### src/rtl/ifetch_stage.sv
// rtl/ifetch_stage.sv - instruction fetch stage: PC accept, imem req/ack, IF/ID holding register.
// Optional predecode outputs enabled by `define IFETCH_PREDECODE_EN.
module ifetch_stage #(
  parameter logic [31:0] RESET_PC = 32'h00400020,
  parameter int unsigned TIMEOUT  = 255
) (
  input  logic        clk,
  input  logic        rst,
  input  logic [31:0] pc_in,
  input  logic        pc_valid,
  output logic        pc_ready,
  input  logic        flush,
  output logic        imem_req,
  output logic [31:0] imem_addr,
  input  logic        imem_ack,
  input  logic [31:0] imem_rdata,
  output logic        id_valid,
  input  logic        id_ready,
  output logic [31:0] id_instr,
  output logic [31:0] id_pc,
  output logic        fetch_err,
  output logic        id_is_beq,
  output logic [15:0] id_imm16
);

  typedef enum logic [1:0] {IDLE, REQ, HOLD} state_t;

  localparam logic [15:0] TO_LAST = 16'(TIMEOUT - 1);

  state_t      state_q, state_d;
  logic        req_d, valid_d, err_d, drop_q, drop_d;
  logic [31:0] addr_d, instr_d, pc_d;
  logic [15:0] cnt_q, cnt_d;
  logic        accept;

  assign pc_ready = (state_q == IDLE) | ((state_q == HOLD) & id_ready & ~flush);
  assign accept   = pc_valid & pc_ready;

  always_ff @(posedge clk) begin
    if (rst) begin
      state_q   <= IDLE;
      imem_req  <= 1'b0;
      imem_addr <= RESET_PC;
      id_valid  <= 1'b0;
      id_instr  <= 32'h0;
      id_pc     <= RESET_PC;
      fetch_err <= 1'b0;
      cnt_q     <= 16'd0;
      drop_q    <= 1'b0;
    end else begin
      state_q   <= state_d;
      imem_req  <= req_d;
      imem_addr <= addr_d;
      id_valid  <= valid_d;
      id_instr  <= instr_d;
      id_pc     <= pc_d;
      fetch_err <= err_d;
      cnt_q     <= cnt_d;
      drop_q    <= drop_d;
    end
  end

  always_comb begin
    state_d = state_q;
    req_d   = imem_req;
    addr_d  = imem_addr;
    valid_d = id_valid;
    instr_d = id_instr;
    pc_d    = id_pc;
    err_d   = fetch_err;
    cnt_d   = 16'd0;
    drop_d  = drop_q;

    case (state_q)
      REQ: begin
        cnt_d = cnt_q + 16'd1;
        if (imem_ack) begin
          req_d = 1'b0;
          cnt_d = 16'd0;
          if (drop_q | flush) begin
            state_d = IDLE;
            drop_d  = 1'b0;
          end else begin
            state_d = HOLD;
            instr_d = imem_rdata;
            err_d   = 1'b0;
            valid_d = 1'b1;
          end
        end else begin
          // The bus request is never withdrawn early; a flush only marks the data as dead.
          if (flush) drop_d = 1'b1;
          if (cnt_q == TO_LAST) begin
            req_d = 1'b0;
            cnt_d = 16'd0;
            if (drop_q | flush) begin
              state_d = IDLE;
              drop_d  = 1'b0;
            end else begin
              state_d = HOLD;
              instr_d = 32'h0;
              err_d   = 1'b1;
              valid_d = 1'b1;
            end
          end
        end
      end
      HOLD: begin
        if (flush | id_ready) begin
          state_d = IDLE;
          valid_d = 1'b0;
        end
      end
      default: ;
    endcase

    // Accept covers both IDLE and the back-to-back HOLD handoff.
    if (accept) begin
      pc_d = pc_in;
      if (pc_in[1:0] == 2'b00) begin
        state_d = REQ;
        req_d   = 1'b1;
        addr_d  = pc_in;
        valid_d = 1'b0;
        cnt_d   = 16'd0;
      end else begin
        state_d = HOLD;
        instr_d = 32'h0;
        err_d   = 1'b1;
        valid_d = 1'b1;
      end
    end
  end

`ifdef IFETCH_PREDECODE_EN
  assign id_is_beq = id_valid & ~fetch_err & (id_instr[31:26] == 6'b000100);
  assign id_imm16  = id_instr[15:0];
`else
  assign id_is_beq = 1'b0;
  assign id_imm16  = 16'h0;
`endif

endmodule

### config.mk
export PLATFORM = sky130hd
export DESIGN_NAME = ifetch_stage
export DESIGN_NICKNAME = d
export VERILOG_FILES = /design/src/rtl/ifetch_stage.sv
export SDC_FILE = /design/constraint.sdc
export NUM_CORES = 1
export LEC_CHECK = 0
export CORE_MARGIN = 3
export CORE_UTILIZATION = 40
export DETAILED_ROUTE_END_ITERATION = 6
export HOLD_SLACK_MARGIN = 0.06
export PLACE_DENSITY = 0.87
export SLEW_MARGIN = 20
export SYNTH_ARGS = -nofsm -noshare
export SYNTH_HDL_FRONTEND = slang
export SYNTH_SLANG_ARGS = --single-unit
### constraint.sdc
create_clock -name clk -period 5.2 [get_ports clk]
set_clock_uncertainty 0.1 [all_clocks]
set_input_delay 1.04 -clock clk [delete_from_list [all_inputs] [get_ports clk]]
set_output_delay 1.04 -clock clk [all_outputs]
set_load 0.05 [all_outputs]
=== Word-level counts from Yosys, hierarchy flattened ===
Cells that the tools add are included.

* $add $sub $neg: 1
* Equality and inequality tests: 6
* Mux-type cells: 43
* Bitwise logic cells: 7
* Reductions and logical operators: 6

{| class="wikitable"
|+ Operators by type and width
! cell !! count
|-
| $mux 32 || 7
|-
| $mux 16 || 5
|-
| $mux 1 || 23
|-
| $add 16x1->16 const B || 1
|-
| $eq 16x8->1 const B || 1
|-
| $mux 2 || 6
|-
| $logic_not 2->1 || 2
|-
| $ne 4x4->1 const B || 1
|-
| $pmux 2 s2 || 1
|-
| $reduce_and 2->1 || 2
|-
| $and 1x1->1 || 3
|-
| $ne 3x2->1 const B || 1
|-
| $or 1x1->1 || 3
|-
| $reduce_and 3->1 || 1
|-
| $reduce_bool 3->1 || 1
|-
| $eq 2x1->1 const B || 1
|-
| $eq 2x2->1 const B || 1
|-
| $ne 2x1->1 const B || 1
|-
| $pmux 1 s2 || 1
|-
| $not 1->1 || 1
|}

* Register bits after elaboration: 118
* Input bits: 70
* Output and inout bits: 117
* Word-level logic and storage cells: 72

=== Longest topological paths before layout ===
* Depth after elaboration: 7
* Gate-level depth with buffers: 8
* Depth with buffers taken out: 6

=== Least setup slack after synthesis ===
Ideal clock, no wire load.

* Kind: input to output
* From: input port flush
* To: output port pc_ready
* Data arrival time: 2.089 ns
* Data required time: 4.060 ns
* Setup slack: 1.971 ns
* Stages: 2
* Buffers on the path: 0
* Cells stage by stage: nand2b_1 -> a21oi_1

* Longest elaborated chain between the ends: 3

{| class="wikitable"
|+ Ends and longest elaborated chain
! item !! RTL line !! source
|-
| from (decl) || 12 || <nowiki>input logic flush,</nowiki>
|-
| $not 1->1 || 36 || <nowiki>assign pc_ready = (state_q == IDLE) | ((state_q == HOLD) & id_ready & ~flush);</nowiki>
|-
| $and 1x1->1 || 36 ||
|-
| $or 1x1->1 || 36 ||
|-
| to (decl) || 11 || <nowiki>output logic pc_ready,</nowiki>
|}

No other way between the ends.

=== Worst setup path after layout ===
Same ends and word-level chain as after synthesis.

==> impl_metrics.tcl <==
set metrics [dict create \
    netlist_area_um2 4570 \
    synth_xor_area_share_pct 2.49 \
    synth.ff_latch_count 118 \
    drt_iter0_markers 273 \
    layout-drive-gt1-share_pct 6.34 \
    post_drt_wl_per_cell_um 15.0 \
    muxShareOfSynthArea_pct 6.13 \
    r2r-end "id_instr[11]" \
    synth-adder-area-share_pct 0.547 \
    synth_compound_gate_area_share_pct 10.3 \
    ant_nets 0 \
    synth_area_leaders "dfxtp_1 52%, nand2_1 11%, a21oi_1 7.1%" \
    fin_crit_sh_pct 77.9 \
    chipWidth_um 113 \
    drc 0 \
    relSlewSlack_pct 51.7 \
    min_period_ns 4.05 \
    rsz0062_at_grt "false" \
    initial_core_util_pct 41.6 \
    avgSynthCellArea_um2 8.72 \
    crit_start "flush" \
    antenna_found_initial 0 \
    grt_usage_pct 19.3 \
    worstSetupEndpointType "primary output" \
    r2r-start "cnt_q[0]" \
    ctsLongestPathBuffers 2 \
    power_density_nw_per_um2 369 \
    synth_top_area_share_pct 51.7 \
    rows 38 \
    root_buffer "clkbuf_16" \
    ys_seq_area_share_pct 51.7 \
    place_area_um2 6210 \
    crit_path_top_delay_cell "clkdlybuf4s50_1" \
    worstPathRequired_ns 4.06 \
    synth-async-reset-ratio_pct 0 \
    via_count 4182 \
    hold_viol_final 0 \
    cts_setup_buffers 0 \
    hold_end "id_instr[2]" \
    nets 755 \
    crit_chain "clkdlybuf4s50_1 > nand2b_1 > a21oi_1 > clkdlybuf4s50_1" \
    power.leakage_nw 2.40 \
    worstSkewPairLatency_ns 0.40 \
    dieArea_um2 12700 \
    path_class "input port to primary output" \
    cp_common_cell "clkdlybuf4s50_1" \
    r2r_slack_ns 2.72 \
    ys.warnings.count 0 \
    synth_edf_count 0 \
    slew_violations 0 \
    cts-resized-gates 0 \
    grt_start_max_net_pins 73 \
    status "finished, final reports clean" \
    worstMarginPinSlew_ns 0.725 \
    core_area_um2 11000 \
    areaGrowthSynthToFinish_pct 49.9 \
    die_y_um 113 \
    setup_tns_ns 0 \
    cp-start-kind "input port" \
    yosys.area_share.simple_pct 21.4 \
    drt_wl_total_um 12500 \
    ys_types 45 \
    synthCells 524 \
    viasPerCell 5.01 \
    grt_pass1_wl_um 20000 \
    firstDrtPassIters 5 \
    setup_violations 0 \
    dp_hpwl_um 8570 \
    gp_congestion 0.781 \
    overflow 0 \
    hp-start "id_instr[2]" \
    cpPeakStageDelay_ns 0.82 \
    cap_violations 0 \
    max_freq_mhz 247 \
    holdCritPathClass "flip-flop to flip-flop" \
    vdd_drop_max_mv 0.202 \
    cts_tree "yes" \
    io_buffers 169 \
    htreeDepth 4 \
    yosysTopAreaCell "dfxtp_1" \
    cts.sinks 118 \
    rr_worst_depth 6 \
    cts_buffers 17 \
    worst-path-max-fanout 5 \
    grt_pass1_vias 4134 \
    path_clk_slew_ns 0.05 \
    holdPathStages 2 \
    cp.arrival_ns 2.91 \
    ys.flop_type "dfxtp_1" \
    postCtsHoldBufs 0 \
    postLayoutCellArea_um2 6850 \
    n_antenna_cell 0 \
    synth_top_family_by_area "simple AND/OR/NAND/NOR gates" \
    io_pins 187 \
]
-- state kept, by name (all words and copies together), names as in the netlist --
signal,flops
id_valid,1
cnt_q,16
drop_q,1
imem_req,1
id_pc,32
imem_addr,32
fetch_err,1
state_q,2
id_instr,32
-- Yosys cell counts, types with 5 or more instances --
| master | number |
|---|---|
| buf_2 | 5 |
| buf_4 | 18 |
| dfxtp_1 | 118 |
| xnor2_1 | 11 |
| inv_1 | 6 |
| mux2i_1 | 28 |
| clkbuf_1 | 18 |
| nor3_1 | 9 |
| nand3_1 | 6 |
| buf_6 | 7 |
| a21oi_1 | 65 |
| nor2_1 | 49 |
| nand2_1 | 136 |
-- worst max-delay path, delay by kind of cell --
kind,cells,cell delay (ns)
compound gates,1,0.20
buf+inv,2,1.33
simple gates,1,0.33
-- where the power goes --
part	switching [mW]	total, mW	internal (mW)
clock	0.391	1.22	0.832
sequential	0.0201	0.956	0.936
combinational	0.225	0.351	0.126
total	0.636	2.53	1.89
-- cells in the final DEF, fill, tap and decap left out, types with 3 or more instances in the layout --
cell	count
inv_1	6
buf_4	3
a21oi_1	65
dfxtp_1	118
a211o_1	3
clkbuf_8	3
clkdlybuf4s50_1	168
nor2_1	49
nand3_1	6
mux2i_1	28
clkbuf_16	17
bufinv_16	4
nor4_1	4
nand2_1	135
xnor2_1	11
conb_1	17
nor3_1	9
nor2b_1	3
clkinv_2	3
-- worst max-delay path by stage --
stage          endpoint  cells after the start
6_report       pc_ready                      4
5_1_grt        pc_ready                      4
4_1_cts        pc_ready                      4
3_5_place_dp   pc_ready                      4
3_3_place_gp   pc_ready                      4
2_1_floorplan  pc_ready                      2
-- cell type report --
cell class / count / area (µm²)
well taps: 140 / 175
fillers: 916 / 4130
repair buffers: 173 / 1720
multi-input cells: 367 / 1950
clock inverters: 9 / 150
clock buffers: 21 / 470
flip-flops and latches: 118 / 2360
inverters: 6 / 22.5
-- per-stage QoR --
stage                     setup slack (ns)  cells  hold slack, ns  util, %  total power [mW]
after global placement                1.19    803           0.342     56.6              1.32
after detailed placement              1.17    803           0.346     56.6              1.32
final                                 1.15    834           0.353     62.4              2.53
after CTS                             1.16    833           0.353     62.2              2.56
after floorplan                       1.97    540           0.337        -              1.20
after global routing                  1.08    834           0.371     62.4              2.61
-- kinds of logic after synthesis --
logic type,after synthesis
multiplexers,28
adder cells (fa/ha/maj),2
AND/OR/NAND/NOR,226
XOR/XNOR,13
other,1
AO/OA/AOI/OAI,81
flip-flops,118
buffers and inverters,55
-- routing by layer --
layer / global-route usage, % / part of all wire, % / vias up
met5: 0 / 0 / -
met2: 34.0 / 51 / 157
met3: 6.90 / 8.0 / 23
li1: - / - / 2012
met4: 6.73 / 2.1 / 0
met1: 21.4 / 38 / 1990
No activity file was read; power rests on OpenSTA's default activity.
